### src/rtl/nou_axi_pkg.sv
// ============================================================================
// nou_axi_pkg : shared issue-stage states and AXI helpers       rev 1.0
// ============================================================================
`default_nettype none

package nou_axi_pkg;

    typedef enum logic [1:0] {
        IDLE  = 2'd0,
        ISSUE = 2'd1,
        DONE  = 2'd2,
        ABORT = 2'd3
    } state_t;

    localparam logic [1:0] AXI_BURST_INCR = 2'b01;

    function automatic int clog2(input int value);
        int r;
        r = 0;
        for (int i = 0; i < 31; i++) begin
            if ((1 << i) < value) r = i + 1;
        end
        return r;
    endfunction

endpackage

`default_nettype wire

### src/rtl/nou_out_credit.sv
// ============================================================================
// nou_out_credit : outstanding-transaction up/down counter      rev 1.0
// ============================================================================
`default_nettype none

module nou_out_credit #(
    parameter int MAX_OUT = 8
) (
    input  logic clk,
    input  logic rstn,
    input  logic inc,
    input  logic dec,
    output logic slot_avail
);

    localparam logic [7:0] C_MAX = 8'(MAX_OUT);

    logic [7:0] r_cnt;

    // Simultaneous inc/dec cancel; a stray dec at zero is dropped.
    always_ff @(posedge clk or negedge rstn) begin
        if (!rstn) begin
            r_cnt <= '0;
        end else if (inc && !dec && r_cnt != 8'hFF) begin
            r_cnt <= r_cnt + 8'd1;
        end else if (dec && !inc && r_cnt != 8'd0) begin
            r_cnt <= r_cnt - 8'd1;
        end
    end

    assign slot_avail = (r_cnt < C_MAX);

endmodule

`default_nettype wire

### src/rtl/axi_aw_w_master_ctl.sv
// ============================================================================
// axi_aw_w_master_ctl : one single-beat AXI write per flit of a packet  rev 1.0
// ============================================================================
`default_nettype none

module axi_aw_w_master_ctl
    import nou_axi_pkg::*;
#(
    parameter int ADDR_W    = 40,
    parameter int DATA_W    = 128,
    parameter int HDR_NUM_W = 8,
    parameter int DAT_NUM_W = 16,
    parameter int MAX_OUT   = 8
) (
    input  logic                  clk,
    input  logic                  rstn,
    input  logic                  start,
    input  logic [ADDR_W-1:0]     base_addr,
    input  logic [HDR_NUM_W-1:0]  hdr_num_in,
    input  logic [DAT_NUM_W-1:0]  dat_num_in,
    output logic                  busy,
    output logic                  issue_done,
    output logic                  issue_abort,
    output logic [HDR_NUM_W-1:0]  header_flit_num,
    output logic [DAT_NUM_W-1:0]  data_flit_num,
    input  logic                  flit_vld,
    input  logic [DATA_W-1:0]     flit_data,
    output logic                  flit_rdy,
    input  logic                  b_hsk,
    input  logic                  wr_err,
    output logic [ADDR_W-1:0]     axi_awaddr,
    output logic [7:0]            axi_awlen,
    output logic [2:0]            axi_awsize,
    output logic [1:0]            axi_awburst,
    output logic                  axi_awvld,
    input  logic                  axi_awrdy,
    output logic [DATA_W-1:0]     axi_wdata,
    output logic [DATA_W/8-1:0]   axi_wstrb,
    output logic                  axi_wlast,
    output logic                  axi_wvld,
    input  logic                  axi_wrdy
);

    localparam int TOT_W  = ((HDR_NUM_W > DAT_NUM_W) ? HDR_NUM_W : DAT_NUM_W) + 1;
    localparam int C_SIZE = clog2(DATA_W / 8);

    state_t             r_state;
    logic [ADDR_W-1:0]  r_base;
    logic [TOT_W-1:0]   r_total;
    logic [TOT_W-1:0]   r_index;
    logic               r_err;

    logic               w_slot;
    logic               w_accept;
    logic               w_aw_pend;
    logic               w_w_pend;
    logic [ADDR_W-1:0]  w_offset;

    assign axi_awlen   = 8'd0;
    assign axi_awsize  = 3'(C_SIZE);
    assign axi_awburst = AXI_BURST_INCR;
    assign axi_wstrb   = '1;
    assign axi_wlast   = 1'b1;

    assign flit_rdy = (r_state == ISSUE) && (r_index < r_total) && w_slot
                    && (!axi_awvld || axi_awrdy) && (!axi_wvld || axi_wrdy)
                    && !wr_err && !r_err;
    assign w_accept = flit_vld && flit_rdy;

    // Whether each channel still holds a beat after this cycle's handshakes.
    assign w_aw_pend = w_accept || (axi_awvld && !axi_awrdy);
    assign w_w_pend  = w_accept || (axi_wvld && !axi_wrdy);
    assign w_offset  = ADDR_W'(r_index) << C_SIZE;

    nou_out_credit #(
        .MAX_OUT    (MAX_OUT)
    ) u_credit (
        .clk        (clk),
        .rstn       (rstn),
        .inc        (w_accept),
        .dec        (b_hsk),
        .slot_avail (w_slot)
    );

    always_ff @(posedge clk or negedge rstn) begin
        if (!rstn) begin
            r_state         <= IDLE;
            busy            <= 1'b0;
            issue_done      <= 1'b0;
            issue_abort     <= 1'b0;
            axi_awvld       <= 1'b0;
            axi_wvld        <= 1'b0;
            axi_awaddr      <= '0;
            axi_wdata       <= '0;
            header_flit_num <= '0;
            data_flit_num   <= '0;
            r_base          <= '0;
            r_total         <= '0;
            r_index         <= '0;
            r_err           <= 1'b0;
        end else begin
            issue_done  <= 1'b0;
            issue_abort <= 1'b0;

            if (w_accept) begin
                axi_awvld  <= 1'b1;
                axi_awaddr <= r_base + w_offset;
                axi_wvld   <= 1'b1;
                axi_wdata  <= flit_data;
                r_index    <= r_index + 1'b1;
            end else begin
                if (axi_awvld && axi_awrdy) axi_awvld <= 1'b0;
                if (axi_wvld && axi_wrdy)   axi_wvld  <= 1'b0;
            end

            case (r_state)
                IDLE: begin
                    if (start) begin
                        header_flit_num <= hdr_num_in;
                        data_flit_num   <= dat_num_in;
                        r_base          <= base_addr;
                        r_total         <= TOT_W'(hdr_num_in) + TOT_W'(dat_num_in);
                        r_index         <= '0;
                        r_err           <= 1'b0;
                        busy            <= 1'b1;
                        // An empty packet passes one idle ISSUE cycle on its way to DONE.
                        r_state         <= ISSUE;
                    end
                end
                ISSUE: begin
                    if (wr_err) r_err <= 1'b1;
                    if (!w_aw_pend && !w_w_pend) begin
                        if (wr_err || r_err) begin
                            r_state     <= ABORT;
                            issue_abort <= 1'b1;
                        end else if (r_index == r_total) begin
                            r_state    <= DONE;
                            issue_done <= 1'b1;
                        end
                    end
                end
                DONE, ABORT: begin
                    r_state <= IDLE;
                    busy    <= 1'b0;
                end
                default: r_state <= IDLE;
            endcase
        end
    end

endmodule

`default_nettype wire

### config.mk
export PLATFORM = sky130hd
export DESIGN_NAME = axi_aw_w_master_ctl
export DESIGN_NICKNAME = d
export VERILOG_FILES = /design/src/rtl/nou_axi_pkg.sv /design/src/rtl/nou_out_credit.sv /design/src/rtl/axi_aw_w_master_ctl.sv
export SDC_FILE = /design/constraint.sdc
export NUM_CORES = 1
export LEC_CHECK = 0
export BUFFER_PORTS_ARGS = -buffer_cell sky130_fd_sc_hd__buf_2
export CAP_MARGIN = 20
export CORE_MARGIN = 5
export CORE_UTILIZATION = 40
export CTS_CLUSTER_DIAMETER = 80
export DETAILED_ROUTE_END_ITERATION = 10
export HOLD_SLACK_MARGIN = 0.08
export PLACE_DENSITY = 0.65
export SYNTH_ARGS = -nofsm -noshare
export SYNTH_HDL_FRONTEND = slang
export SYNTH_SLANG_ARGS = --single-unit
### constraint.sdc
create_clock -name clk -period 4.41 [get_ports clk]
set_input_delay 0.882 -clock clk [delete_from_list [all_inputs] [get_ports clk]]
set_output_delay 0.882 -clock clk [all_outputs]
set_load 0.01 [all_outputs]
-- Yosys cells after proc, flatten, opt, wreduce, memory -nomap -nowiden
Cells that the tools add are included.
- flip-flop bits (word level): 282
- latch bits: 0
- bits in writable memories: 0
- bits in read-only memories: 0
- input bits: 200
- output and inout bits: 228
- word-level logic and storage cells: 100
- memories kept: 0
- add/subtract/negate cells: 5
- multiply operators: 0
- div/mod/pow operators: 0
- magnitude comparators: 2
- equal/unequal tests: 9
- shift operators: 0
- multiplexer cells: 26
- bitwise gates (word level): 0
- reductions and logical operators: 43
- operators by type and width (operator ; number):
    $mux W17 ; 3
    $add A40 B21 Y40 ; 1
    $add A17 B1 Y17 const B ; 1
    $add A8 B16 Y17 ; 1
    $eq A17 B17 Y1 ; 1
    $lt A17 B17 Y1 ; 1
    $logic_and A1 B1 Y1 ; 16
    $mux W8 ; 2
    $mux W1 ; 14
    $logic_not A1 Y1 ; 10
    $reduce_bool A2 Y1 ; 5
    $add A8 B1 Y8 const B ; 1
    $lt A8 B4 Y1 const B ; 1
    $mux W2 ; 4
    $ne A8 B8 Y1 const B ; 1
    $reduce_bool A8 Y1 ; 1
    $sub A8 B1 Y8 const B ; 1
    $pmux W2 S3 ; 1
    $reduce_and A3 Y1 ; 2
    $logic_or A1 B1 Y1 ; 5
    $eq A2 B2 Y1 const B ; 2
    $ne A2 B2 Y1 const B ; 2
    $pmux W1 S2 ; 2
    $reduce_and A2 Y1 ; 2
    other kinds (5) ; 5

-- Longest topological paths before layout
Gate-level depths: netlist (run 1).
- depth after elaboration: 13
- depth in mapped cells: 16

-- Hierarchy
From an unflattened synthesis (run 1), not the netlist that was laid out.
- cells, all modules: 1547
- area total of the unflattened synthesis: 13614.3 um2
- modules (own cells, without submodules) (module ; times used ; cells each ; area each (um2) ; seq. area each (um2)):
    axi_aw_w_master_ctl ; 1 ; 1475 ; 12904.9 ; 6856.6
    nou_out_credit ; 1 ; 72 ; 709.4 ; 200.2

-- Least setup slack after synthesis (run 1)
Ideal clock, no wire load.
- path type: in2reg
- from: input port axi_wrdy
- to: register u_credit.r_cnt[6]
- library setup time: 0.127 ns
- arrival time: 3.321 ns
- required time: 4.283 ns
- path slack: 0.962 ns
- stages on the path: 13
- buffers on the path: 0
- cell sequence: nand2b_1 nand4_1 nor4_4 nand4_4 nor2_1 inv_1 fa_1 a21o_1 a21oi_1 o21bai_1 a21oi_1 xnor2_1 mux2_1
- cells in the longest elaborated chain, start to end: 9
- elaborated cells between the ends (all ways): 12
- classes of those cells: mux (1); reduce/logical (11)
- RTL lines (element ; line ; RTL):
    start, declared ; axi_aw_w_master_ctl.sv:41 ; input logic axi_wrdy
    $logic_or A1 B1 Y1 (*) ; axi_aw_w_master_ctl.sv:66 ; && (!axi_awvld || axi_awrdy) && (!axi_wvld || axi_wrdy)
    $logic_and A1 B1 Y1 (*) ; axi_aw_w_master_ctl.sv:66 ;
    $logic_and A1 B1 Y1 (*) (2 in a row) ; axi_aw_w_master_ctl.sv:67 ; && !wr_err && !r_err;
    $logic_and A1 B1 Y1 (*) ; axi_aw_w_master_ctl.sv:68 ; assign w_accept = flit_vld && flit_rdy;
    $logic_not A1 Y1 ; nou_out_credit.sv:26 ; end else if (dec && !inc && r_cnt != 8'd0) begin
    $logic_and A1 B1 Y1 (2 in a row) ; nou_out_credit.sv:26 ;
    $reduce_bool A2 Y1 (no source line) ; -- ;
    end signal, assigned ; nou_out_credit.sv:25 ; r_cnt <= r_cnt + 8'd1;
    end signal, assigned ; nou_out_credit.sv:27 ; r_cnt <= r_cnt - 8'd1;
    end, declared ; nou_out_credit.sv:18 ; logic [7:0] r_cnt;
Mark *: on every way between the ends. The rest lies on a longest branch, timed or not.
A chain may end at the register's enable or synchronous reset.

-- Worst setup path after layout (run 1)
- from: register r_index[12]
- to: register u_credit.r_cnt[7]
- cells in the longest elaborated chain, start to end: 12
- elaborated cells between the ends (all ways): 15
- classes of those cells: order compare (1); mux (1); reduce/logical (13)
- RTL lines (element ; line ; RTL):
    start, declared ; axi_aw_w_master_ctl.sv:50 ; logic [TOT_W-1:0] r_index;
    start signal, assigned ; axi_aw_w_master_ctl.sv:110 ; r_index <= r_index + 1'b1;
    $lt A17 B17 Y1 (*) ; axi_aw_w_master_ctl.sv:65 ; assign flit_rdy = (r_state == ISSUE) && (r_index < r_total) && w_slot
    $logic_and A1 B1 Y1 (*) (2 in a row) ; axi_aw_w_master_ctl.sv:65 ;
    $logic_and A1 B1 Y1 (*) (2 in a row) ; axi_aw_w_master_ctl.sv:66 ;
    $logic_and A1 B1 Y1 (*) (2 in a row) ; axi_aw_w_master_ctl.sv:67 ;
    $logic_and A1 B1 Y1 (*) ; axi_aw_w_master_ctl.sv:68 ;
    $logic_not A1 Y1 ; nou_out_credit.sv:26 ;
    $logic_and A1 B1 Y1 (2 in a row) ; nou_out_credit.sv:26 ;
    $reduce_bool A2 Y1 (no source line) ; -- ;
Marked as above.

==> impl_metrics.toml, run 1 <==
[status]
status = "finished, final reports clean"

[power_and_ir_drop]
p_sw_uw = 3130
vdd_drop_max_mv = 0.317
p_seq_share_pct = 41.3
combPwrFrac_pct = 27.3
leakagePower_uw = 0.00947
p_int_uw = 6080
clkPwrFrac_pct = 31.4
switching_share_pct = 34.0
powerDensity_mw_per_mm2 = 541

[placed_design]
io_buffer_count = 397
dpl.hpwl_um = 30200
dp.cells = 2315
dpl_worst_slack_ns = 0.615
place.gp.congestion = 0.865

[global_route]
grt_max_degree = 172
grt_use_total_pct = 20.6
gr-total-overflow = 0
grt_pass1_wl_um = 63400
antenna_found_initial = 10
grt_pass1_vias = 11500

[clock_tree]
cts-buffers-inserted = 34
worst_setup_hold_path_clk_slew_ns = 0.06
cts_hold_buffers = 0
cts_resized = 0
cts_htree_levels = 2
postCtsSetupBuffers = 0
clock-root-buffer = "clkbuf_16"
clock_latency_ns = 0.51
cts_max_path_buffers = 3
cts_tree = "built"
cts_num_sinks = 282

[detailed_routing]
wire_per_inst_um = 16.9
routed_wl_um = 40200
via_per_inst = 4.82
drcViolationCount = 0
first_iter_violations = 588
via_count = 11500
drtPass1Iterations = 5
antenna_left = 0

[sta]
finalSetupViolations = 0
slew_violations = 0
fin_setup_tns_ns = 0
fin_worst_skew_ns = 0.0201
worst_pin_slew_ns = 0.936
relSlewSlack_pct = 37.6
finalCriticalPeriod_ns = 3.60
max_freq_ghz = 0.278
rsz0062_at_grt = "no"
setup_ws_ns = 0.807
fin_crit_sh_pct = 81.7
hold_violations = 0

[worst_setup_path]
crit_type = "reg -> reg"
worstRegToRegCells = 15
crit_path_end_kind = "flip-flop"
crit_top_cell = "a21oi_1"
crit_slowest_cell = "dfrtp_1"
critPathTopFamily = "compound AO/OA/AOI/OAI gates"
worstPathCellList = "ha_1 > a21oi_1 > o21ai_0 > a22oi_2 > nand4_4 > nor2_1 > inv_1 > ha_1 > a21oi_1 > nor2b_1 > o21a_1 > o21ai_0 > a21oi_1 > mux2i_1 > xnor2_1"
critPathArrivalTime_ns = 4.04
cp_num_buf_inv = 1
worstSetupStartpointType = "flip-flop"
crit_fanout = 7
critPathMaxStageDelay_ns = 0.44
r2r-start = "r_index[12]"
required_ns = 4.84
r2r_end = "u_credit.r_cnt[7]"
reg2reg_slack_ns = 0.81

[worst_hold_path]
hold_path.class = "reg -> reg"
min-delay-start = "r_state[1]"
worstHoldPathCells = 1
hold_path_end = "r_state[0]"

[logic_synthesis]
synth_cell_types = 64
ys.flop_type = "dfrtp_1"
ys_seq_elements = 282
synth_cells = 1519
async_flop_share_pct = 100
synth-edff-count = 0
syn_avg_cell_area_sq_um = 8.91
ys_seq_area_share_pct = 52.1
syn_area_sq_mm = 0.0135
yosysWarnings = 0

[die]
rows = 67
die_x_um = 194
initial_core_util_pct = 40.5
die_area_sq_mm = 0.0376
io_pins = 428
core_area_sq_mm = 0.0334
die_y_um = 194

[layout]
nNetsFinal = 2155
fin_util_pct = 50.9
drive_gt1_share_pct = 26.3
fin_cells = 2383
area_growth_pct = 25.8

[run]
drv_cap = 0
[area by class of cell]
| cell class | count | area, sq um |
|---|---|---|
| clock inverter | 15 | 181 |
| clock buffer | 46 | 997 |
| antenna | 7 | 17.5 |
| sequential | 282 | 7060 |
| multi-input combinational | 1127 | 5880 |
| timing repair buffer | 414 | 2160 |
| inverter | 44 | 165 |
| tap | 448 | 561 |
| fill | 3178 | 16400 |
[logic make-up after synthesis]
family	Yosys count	share of synthesized area, %
XOR/XNOR	52	3.37
AND/OR/NAND/NOR	816	25.7
other	2	0.0555
multiplexers	9	0.693
AO/OA/AOI/OAI	168	7.80
adder cells (fa/ha/maj)	52	4.97
buffers and inverters	138	5.26
flip-flops	282	52.1
[layout by cell type (no fill, tap or decap), types with 3 or more instances in the layout]
cell         n
buf_4       14
mux2i_1      6
a21o_2       3
nand2_1    646
xor2_1      19
ha_1        49
buf_2      396
a31oi_1      8
clkbuf_16   35
xnor2_1     33
nor3_2       6
fa_1         3
clkbuf_8     8
o31ai_1      3
a21oi_1     42
clkbuf_1     3
o21a_1       9
nand2b_1    13
and4_1       4
and2_1       4
nor4_1       5
nand4_1     19
o21ai_0     60
bufinv_16    3
or2_2        5
o31a_1       8
nand3_1     22
and3_1       9
a211oi_1     7
diode_2      7
nor3_1      15
nor4_4       3
buf_12       3
clkinv_2     7
nor2_1      47
a21o_1      10
conb_1      30
dfrtp_1    282
inv_1       44
[how the worst max path moves through the flow]
stage | start | endpoint | slack (ns) | cells after the start
global route | r_index[12] | u_credit.r_cnt[7] | 0.54 | 15
global placement | axi_wrdy | u_credit.r_cnt[6] | 0.72 | 14
floorplan | axi_wrdy | u_credit.r_cnt[6] | 0.96 | 13
finish | r_index[12] | u_credit.r_cnt[7] | 0.81 | 15
CTS | r_index[12] | u_credit.r_cnt[6] | 0.78 | 14
detailed placement | axi_wrdy | u_credit.r_cnt[6] | 0.62 | 14
[routing by layer]
layer	routed length (um)	up-vias	global-route usage [%]	part of all wire (%)
met5	41	-	0	0.10
met2	19000	362	34.0	47
met4	998	6	6.09	2.5
met1	17200	5393	27.2	43
li1	-	5652	-	-
met3	2910	71	4.81	7.2
[power groups by stage]
stage,logic [uW],registers (uW),clock network [uW]
2_1_floorplan,1380,3930,0
3_3_place_gp,2490,3820,0
3_5_place_dp,2550,3840,0
4_1_cts,2550,3800,2970
5_1_grt,2860,3900,3070
6_report,2520,3810,2890
[flip-flops by register name, summed over array words and instances, names as in the netlist]
signal and count:
axi_awaddr 40, axi_awvld 1, axi_wdata 128, axi_wvld 1
busy 1, data_flit_num 16, header_flit_num 8, issue_abort 1
issue_done 1, r_base 40, r_err 1, r_index 17
r_state 2, r_total 17, u_credit.r_cnt 8
[worst register-to-register path: stages (launching register included)]
cell	delay, ns
dfrtp_1	0.44
ha_1	0.33
a21oi_1	0.15
o21ai_0	0.11
a22oi_2	0.44
nand4_4	0.19
nor2_1	0.18
inv_1	0.17
ha_1	0.32
a21oi_1	0.19
nor2b_1	0.10
o21a_1	0.18
o21ai_0	0.26
a21oi_1	0.13
mux2i_1	0.19
xnor2_1	0.13
[per-stage QoR]
step | hold WS, ns | power [uW] | cell area [sq um]
floorplan | 0.404 | 5300 | 13600
global route | 0.442 | 9830 | 17000
detailed placement | 0.417 | 6390 | 15800
finish | 0.424 | 9220 | 17000
global placement | 0.410 | 6300 | 15800
CTS | 0.426 | 9330 | 17000
[synth_stat cells (10+ instances only)]
| library cell | count | area (sq um) |
|---|---|---|
| ha_1 | 49 | 613 |
| inv_1 | 44 | 165 |
| clkbuf_1 | 36 | 135 |
| nand2b_1 | 13 | 81.3 |
| nand2_1 | 646 | 2420 |
| a21oi_1 | 42 | 210 |
| xnor2_1 | 33 | 289 |
| xor2_1 | 19 | 166 |
| a21o_1 | 10 | 75.1 |
| nand4_1 | 19 | 119 |
| buf_2 | 10 | 50.1 |
| buf_4 | 42 | 315 |
| nor3_1 | 15 | 75.1 |
| nor2_1 | 48 | 180 |
| nand3_1 | 22 | 110 |
| o21ai_0 | 60 | 300 |
| dfrtp_1 | 282 | 7060 |
(Power assumes the default switching activity.)
==> run 2: changes to the inputs <==
--- a/config.mk
+++ b/config.mk
@@ -5,6 +5,7 @@
 export SDC_FILE = /design/constraint.sdc
 export NUM_CORES = 1
 export LEC_CHECK = 0
+export ABC_AREA = 1
 export BUFFER_PORTS_ARGS = -buffer_cell sky130_fd_sc_hd__buf_2
 export CAP_MARGIN = 20
 export CORE_MARGIN = 5
@@ -12,7 +13,7 @@
 export CTS_CLUSTER_DIAMETER = 80
 export DETAILED_ROUTE_END_ITERATION = 10
 export HOLD_SLACK_MARGIN = 0.08
-export PLACE_DENSITY = 0.65
+export PLACE_DENSITY = 0.67
 export SYNTH_ARGS = -nofsm -noshare
 export SYNTH_HDL_FRONTEND = slang
 export SYNTH_SLANG_ARGS = --single-unit
==> constraint.sdc (replaced) <==
create_clock -name clk -period 3.1 [get_ports clk]
set_input_delay 0.62 -clock clk [delete_from_list [all_inputs] [get_ports clk]]
set_output_delay 0.62 -clock clk [all_outputs]
set_load 0.01 [all_outputs]
==> run 2 against run 1 <==
Compared with the run above:
- global-route usage rose by 0.52 points
- core utilization up 0.70 points
- hold slack worse by 0.17 ns
- clock power up 43%
- combinational power grew 91%
- wire length grew 4.4%
- synthesized cell count rose by 13%
- flip-flop and latch count unchanged
- sequential power increased by 52%
- non-clock buffer count up 27
- power rose by 60%
- via count increased by 7.8%
- critical path type is now reg -> out
- critical endpoint is now flit_rdy
==> impl_metrics.toml, run 2 <==
[clock_tree]
cts_num_sinks = 282
cts_tree = "built"
clock_latency_ns = 0.57
clock-root-buffer = "clkbuf_16"
cts-buffers-inserted = 31
cts_max_path_buffers = 3
cts_htree_levels = 1
worst_setup_hold_path_clk_slew_ns = 0.06

[sta]
hold_violations = 0
fin_crit_sh_pct = 94.4
max_freq_ghz = 0.342
fin_setup_tns_ns = 0
fin_worst_skew_ns = 0.0178
whs_ns = 0.252
worst_pin_slew_ns = 0.678
relSlewSlack_pct = 54.4
slew_violations = 0
rsz0062_at_grt = "yes"
finalCriticalPeriod_ns = 2.93
finalSetupViolations = 0

[global_route]
grt_max_degree = 89
antenna_found_initial = 6
grt_pass1_wl_um = 66000
grt_pass1_vias = 12500
grt_use_total_pct = 21.1
gr-total-overflow = 0

[layout]
layout_commonest_cell = "nand2_1"
fin_cells = 2613
fin_util_pct = 51.6
largest_reg_flops = 128
top_register = "axi_wdata"
nNetsFinal = 2381
mostFrequentLayoutCells = "nand2_1 (739), buf_2 (396), dfrtp_1 (282)"
largestRegisters = "axi_wdata: 128 flops, axi_awaddr: 40 flops, r_base: 40 flops"
multiInputGateArea_sq_mm = 0.00593
nFillCells = 3251
area_growth_pct = 28.6
drive_gt1_share_pct = 25.0
regArea_sq_mm = 0.00706

[power_and_ir_drop]
vdd_drop_max_mv = 0.480
power.total_uw = 14800
leakagePower_uw = 0.0102
powerDensity_mw_per_mm2 = 834

[placed_design]
io_buffer_count = 397
dp.cells = 2546
place.gp.congestion = 0.892
dpl.hpwl_um = 31900

[logic_synthesis]
synth-edff-count = 0
syn_avg_cell_area_sq_um = 8.03
ys_seq_area_share_pct = 51.3
yosysWarnings = 0
ys_seq_elements = 282
syn_area_sq_mm = 0.0138
ys_top_cells_by_count = "nand2_1 (745), dfrtp_1 (282), inv_1 (140)"
yosysMostFrequentCell = "nand2_1"
ys.flop_type = "dfrtp_1"
ys_top_cells_by_area = "dfrtp_1 (51%), nand2_1 (20%), ha_1 (4.5%)"
synth_top_area_cell = "dfrtp_1"
synth_cell_types = 42
async_flop_share_pct = 100
yosys.area.top_type_share_pct = 51.3
synth_cells = 1713

[die]
die_y_um = 195
die_area_sq_mm = 0.0382
core_area_sq_mm = 0.0343
die_x_um = 195
rows = 68
io_pins = 428
initial_core_util_pct = 40.1

[worst_setup_path]
critPathArrivalTime_ns = 2.31
required_ns = 2.48
r2r_end = "u_credit.r_cnt[6]"
reg2reg_slack_ns = 0.18
crit_path_end_kind = "output pin"
worstSetupStartpointType = "flip-flop"
r2r-start = "r_total[14]"
crit_fanout = 3
crit_type = "reg -> out"
worstRegToRegCells = 18

[detailed_routing]
drcViolationCount = 0
antenna_left = 0
routed_wl_um = 42000
via_count = 12400
wire_per_inst_um = 16.1
drtPass1Iterations = 5
first_iter_violations = 708
via_per_inst = 4.74

[worst_hold_path]
worstHoldPathCells = 3
hold_path.class = "in -> reg"
hold_path_end = "r_base[39]"
min-delay-start = "base_addr[39]"

[status]
status = "finished, final reports clean"

[run]
drv_cap = 0
## run 2: kinds of logic (layout without fill, tap and decap cells)
kind of cell	after synthesis	in the layout	synth area share [%]
compound gates	179	179	6.98
xor+xnor	33	33	2.10
fa+ha+maj	52	52	4.89
buf+inv	228	640	7.72
flops	282	282	51.3
mux	4	4	0.309
other cells	2	35	0.0546
simple gates	933	933	26.6
## run 2: layer usage
layer / track usage [%] / wire length (um)
met1: 25.9 / 16800
met2: 37.0 / 20700
met3: 4.88 / 3110
met4: 6.52 / 1380
met5: 0 / 13
## run 2: critical path, stage by stage, from the launching register on
cell     delay, ns
dfrtp_1       0.40
ha_4          0.27
nand2_1       0.09
nor2_2        0.15
nand2_1       0.11
inv_1         0.11
nand2_1       0.05
nor2_1        0.13
nor2_2        0.06
nand2_2       0.09
buf_4         0.11
inv_1         0.03
buf_2         0.14
## run 2: layout make-up
class / count / area share, %
Timing Repair Buffer: 441 / 13.8
Tap cell: 455 / 3.22
Antenna cell: 5 / 0.0707
Multi-Input combinational cell: 1231 / 33.5
Clock inverter: 18 / 1.74
Inverter: 142 / 3.03
Clock buffer: 39 / 4.78
Sequential cell: 282 / 39.9
## run 2: worst max path at each step
stage | start | end | cells past startpoint
floorplan | r_index[16] | u_credit.r_cnt[6] | 20
global placement | axi_awrdy | axi_wdata[65] | 13
detailed placement | r_total[14] | axi_wdata[1] | 13
CTS | r_total[14] | u_credit.r_cnt[5] | 20
global route | r_total[14] | u_credit.r_cnt[5] | 20
finish | r_index[16] | flit_rdy | 12
## run 2: through the flow
step / setup WS (ns) / cell area [sq um]
detailed placement: -0.133 / 16300
floorplan: 0.246 / 13900
global placement: -0.0760 / 16300
global route: -0.0818 / 17700
CTS: 0.0210 / 17500
finish: 0.173 / 17700
## run 2: what timing repair did
action                     CTS  global route
pin swaps                    0            16
setup buffers                0             4
resized for setup            1            41
hold endpoints to repair    60             0
setup endpoints to repair   83           103
hold buffers                 1             0
## run 2: power by group
group	internal (uW)	leakage [uW]	switching, uW	total, uW
Combinational	1900	0.00589	2910	4810
Clock	2600	0.000566	1540	4140
Sequential	4990	0.00375	823	5810
Total	9490	0.0102	5270	14800
==> run 3: changes to the inputs <==
==> constraint.sdc (replaced) <==
create_clock -name clk -period 3.1 [get_ports clk]
set_input_delay 0.155 -clock clk [delete_from_list [all_inputs] [get_ports clk]]
set_output_delay 0.155 -clock clk [all_outputs]
set_load 0.01 [all_outputs]
==> run 3 against run 2 <==
Compared with the run above:
- combinational power rose by 4%
- flip-flop and latch count did not move
- clock skew fell by 0.0049 ns
- power barely moved
- clock power fell by 5.3%
- sequential power barely moved
- largest power group unchanged
==> impl_metrics.toml, run 3 (same netlist as run 2, synthesis figures left out) <==
[layout]
nNetsFinal = 2575
fin_util_pct = 56.9
largestRegisters = "axi_wdata: 128 flops, axi_awaddr: 40 flops, r_base: 40 flops"
drive_gt1_share_pct = 21.9
area_growth_pct = 41.8
largest_reg_flops = 128
fin_cells = 2807
top_register = "axi_wdata"
nFillCells = 2949
layout_commonest_cell = "nand2_1"
mostFrequentLayoutCells = "nand2_1 (742), buf_2 (396), dfrtp_1 (282)"

[die]
die_x_um = 195
rows = 68
die_y_um = 195
core_area_sq_mm = 0.0343
initial_core_util_pct = 40.1
io_pins = 428
die_area_sq_mm = 0.0382

[worst_hold_path]
hold_path_end = "u_credit.r_cnt[7]"
hold_path.class = "in -> reg"
min-delay-start = "b_hsk"
worstHoldPathCells = 5

[placed_design]
dp.cells = 2539
io_buffer_count = 397
place.gp.congestion = 0.944
dpl.hpwl_um = 32300

[global_route]
grt_max_degree = 89
grt_pass1_vias = 13800
grt_pass1_wl_um = 72100
grt_use_total_pct = 23.0
antenna_found_initial = 4
gr-total-overflow = 0

[worst_setup_path]
r2r-start = "r_index[15]"
crit_slowest_cell = "dfrtp_1"
crit_type = "reg -> reg"
r2r_end = "u_credit.r_cnt[6]"
worstSetupStartpointType = "flip-flop"
worstRegToRegCells = 20
crit_start = "r_index[15]"
critPathMaxStageDelay_ns = 0.42
reg2reg_slack_ns = 0.03
crit_fanout = 5
crit_top_cell = "nand2_1"
critPathTopFamily = "simple AND/OR/NAND/NOR gates"
cp_num_buf_inv = 2
worstPathCellList = "ha_1 > nand2_1 > nor2_2 > nand2_1 > inv_1 > nand2_1 > nor2_1 > nor2_1 > nand2_1 > nor2_4 > nand2_4 > ha_4 > a21oi_1 > inv_1 > a31oi_2 > nor2_1 > o21ai_1 > nand2_1 > xnor2_1 > a21oi_1"
critPathArrivalTime_ns = 3.45
crit_path_end_kind = "flip-flop"
required_ns = 3.48

[sta]
finalSetupViolations = 0
fin_worst_skew_ns = 0.0129
relSlewSlack_pct = 54.1
finalCriticalPeriod_ns = 3.07
slew_violations = 0
hold_violations = 0
fin_crit_sh_pct = 98.9
max_freq_ghz = 0.326
rsz0062_at_grt = "yes"
worst_pin_slew_ns = 0.683

[run]
drv_cap = 0

[clock_tree]
clock-root-buffer = "clkbuf_16"
cts_max_path_buffers = 3
cts-buffers-inserted = 34
cts_tree = "built"
worst_setup_hold_path_clk_slew_ns = 0.06
cts_num_sinks = 282
clock_latency_ns = 0.52
cts_htree_levels = 2

[power_and_ir_drop]
leakagePower_uw = 0.0110
vdd_drop_max_mv = 0.543
powerDensity_mw_per_mm2 = 757
power.total_uw = 14800

[detailed_routing]
via_count = 13600
first_iter_violations = 744
drtPass1Iterations = 7
antenna_left = 0
drcViolationCount = 0
routed_wl_um = 46400
wire_per_inst_um = 16.5
via_per_inst = 4.84

[status]
status = "finished, final reports clean"
## run 3: changes by cell type in the layout (fill, tap and decap cells not counted), sizes merged
cell | previous run | this run
buf | 440 | 431
bufinv | 8 | 2
clkbuf | 39 | 49
clkinv | 6 | 8
diode | 5 | 4
dlygate4sd3 | 1 | 199
## run 3: repair_timing
item | CTS | global route
hold buffers | 199 | 0
pin swaps | 0 | 1
setup buffers | 0 | 3
resized for setup | 3 | 23
endpoints found under the hold margin | 290 | 0
endpoints found under the setup margin | 83 | 89
gates cloned | 0 | 1
## run 3: worst max path at each step
stage / to / slack (ns) / depth (start not counted)
2_1_floorplan: u_credit.r_cnt[6] / 0.25 / 20
3_3_place_gp: axi_wdata[33] / 0.01 / 14
3_5_place_dp: axi_wdata[27] / -0.09 / 14
4_1_cts: u_credit.r_cnt[6] / 0.05 / 20
5_1_grt: u_credit.r_cnt[6] / -0.10 / 20
6_report: u_credit.r_cnt[6] / 0.03 / 20
## run 3: cell type report
class / instances / area [sq um] / area share [%]
clock buffer: 47 / 960 / 4.92
timing repair buffer: 632 / 4370 / 22.4
clock inverter: 14 / 151 / 0.776
multi-input combinational: 1231 / 5850 / 30.0
tap: 455 / 569 / 2.92
sequential: 282 / 7060 / 36.2
antenna: 4 / 10.0 / 0.0513
inverter: 142 / 538 / 2.76
## run 3: per-stage QoR
stage / setup slack (ns) / instance area, sq um / hold slack [ns] / TNS [ns]
3_5_place_dp: -0.0856 / 16200 / 0.205 / -3.60
4_1_cts: 0.0533 / 19300 / 0.123 / 0
2_1_floorplan: 0.246 / 13900 / -0.141 / 0
5_1_grt: -0.104 / 19500 / 0.185 / -0.150
3_3_place_gp: 0.0149 / 16200 / 0.204 / 0
6_report: 0.0332 / 19500 / 0.161 / 0
## run 3: per-layer routing
| layer | GRT usage, % | part of all wire (%) | wire length [um] |
|---|---|---|---|
| met5 | 0 | 0 | 0 |
| met4 | 9.41 | 4.3 | 2020 |
| met3 | 4.87 | 7.1 | 3280 |
| met2 | 39.9 | 49 | 22800 |
| met1 | 27.9 | 39 | 18200 |
## run 3: worst reg2reg max path: stages (launching register included)
cell and delay [ns]:
dfrtp_1 0.42, ha_1 0.30, nand2_1 0.10, nor2_2 0.05
nand2_1 0.11, inv_1 0.09, nand2_1 0.07, nor2_1 0.05
nor2_1 0.13, nand2_1 0.12, nor2_4 0.17, nand2_4 0.11
ha_4 0.25, a21oi_1 0.15, inv_1 0.08, a31oi_2 0.17
nor2_1 0.07, o21ai_1 0.17, nand2_1 0.11, xnor2_1 0.14
a21oi_1 0.08
## run 3: power by group
part	switching [uW]	internal [uW]	leakage [uW]	total [uW]
Combinational	2990	2010	0.00669	5000
Sequential	852	4990	0.00375	5840
Clock	1570	2350	0.000548	3920
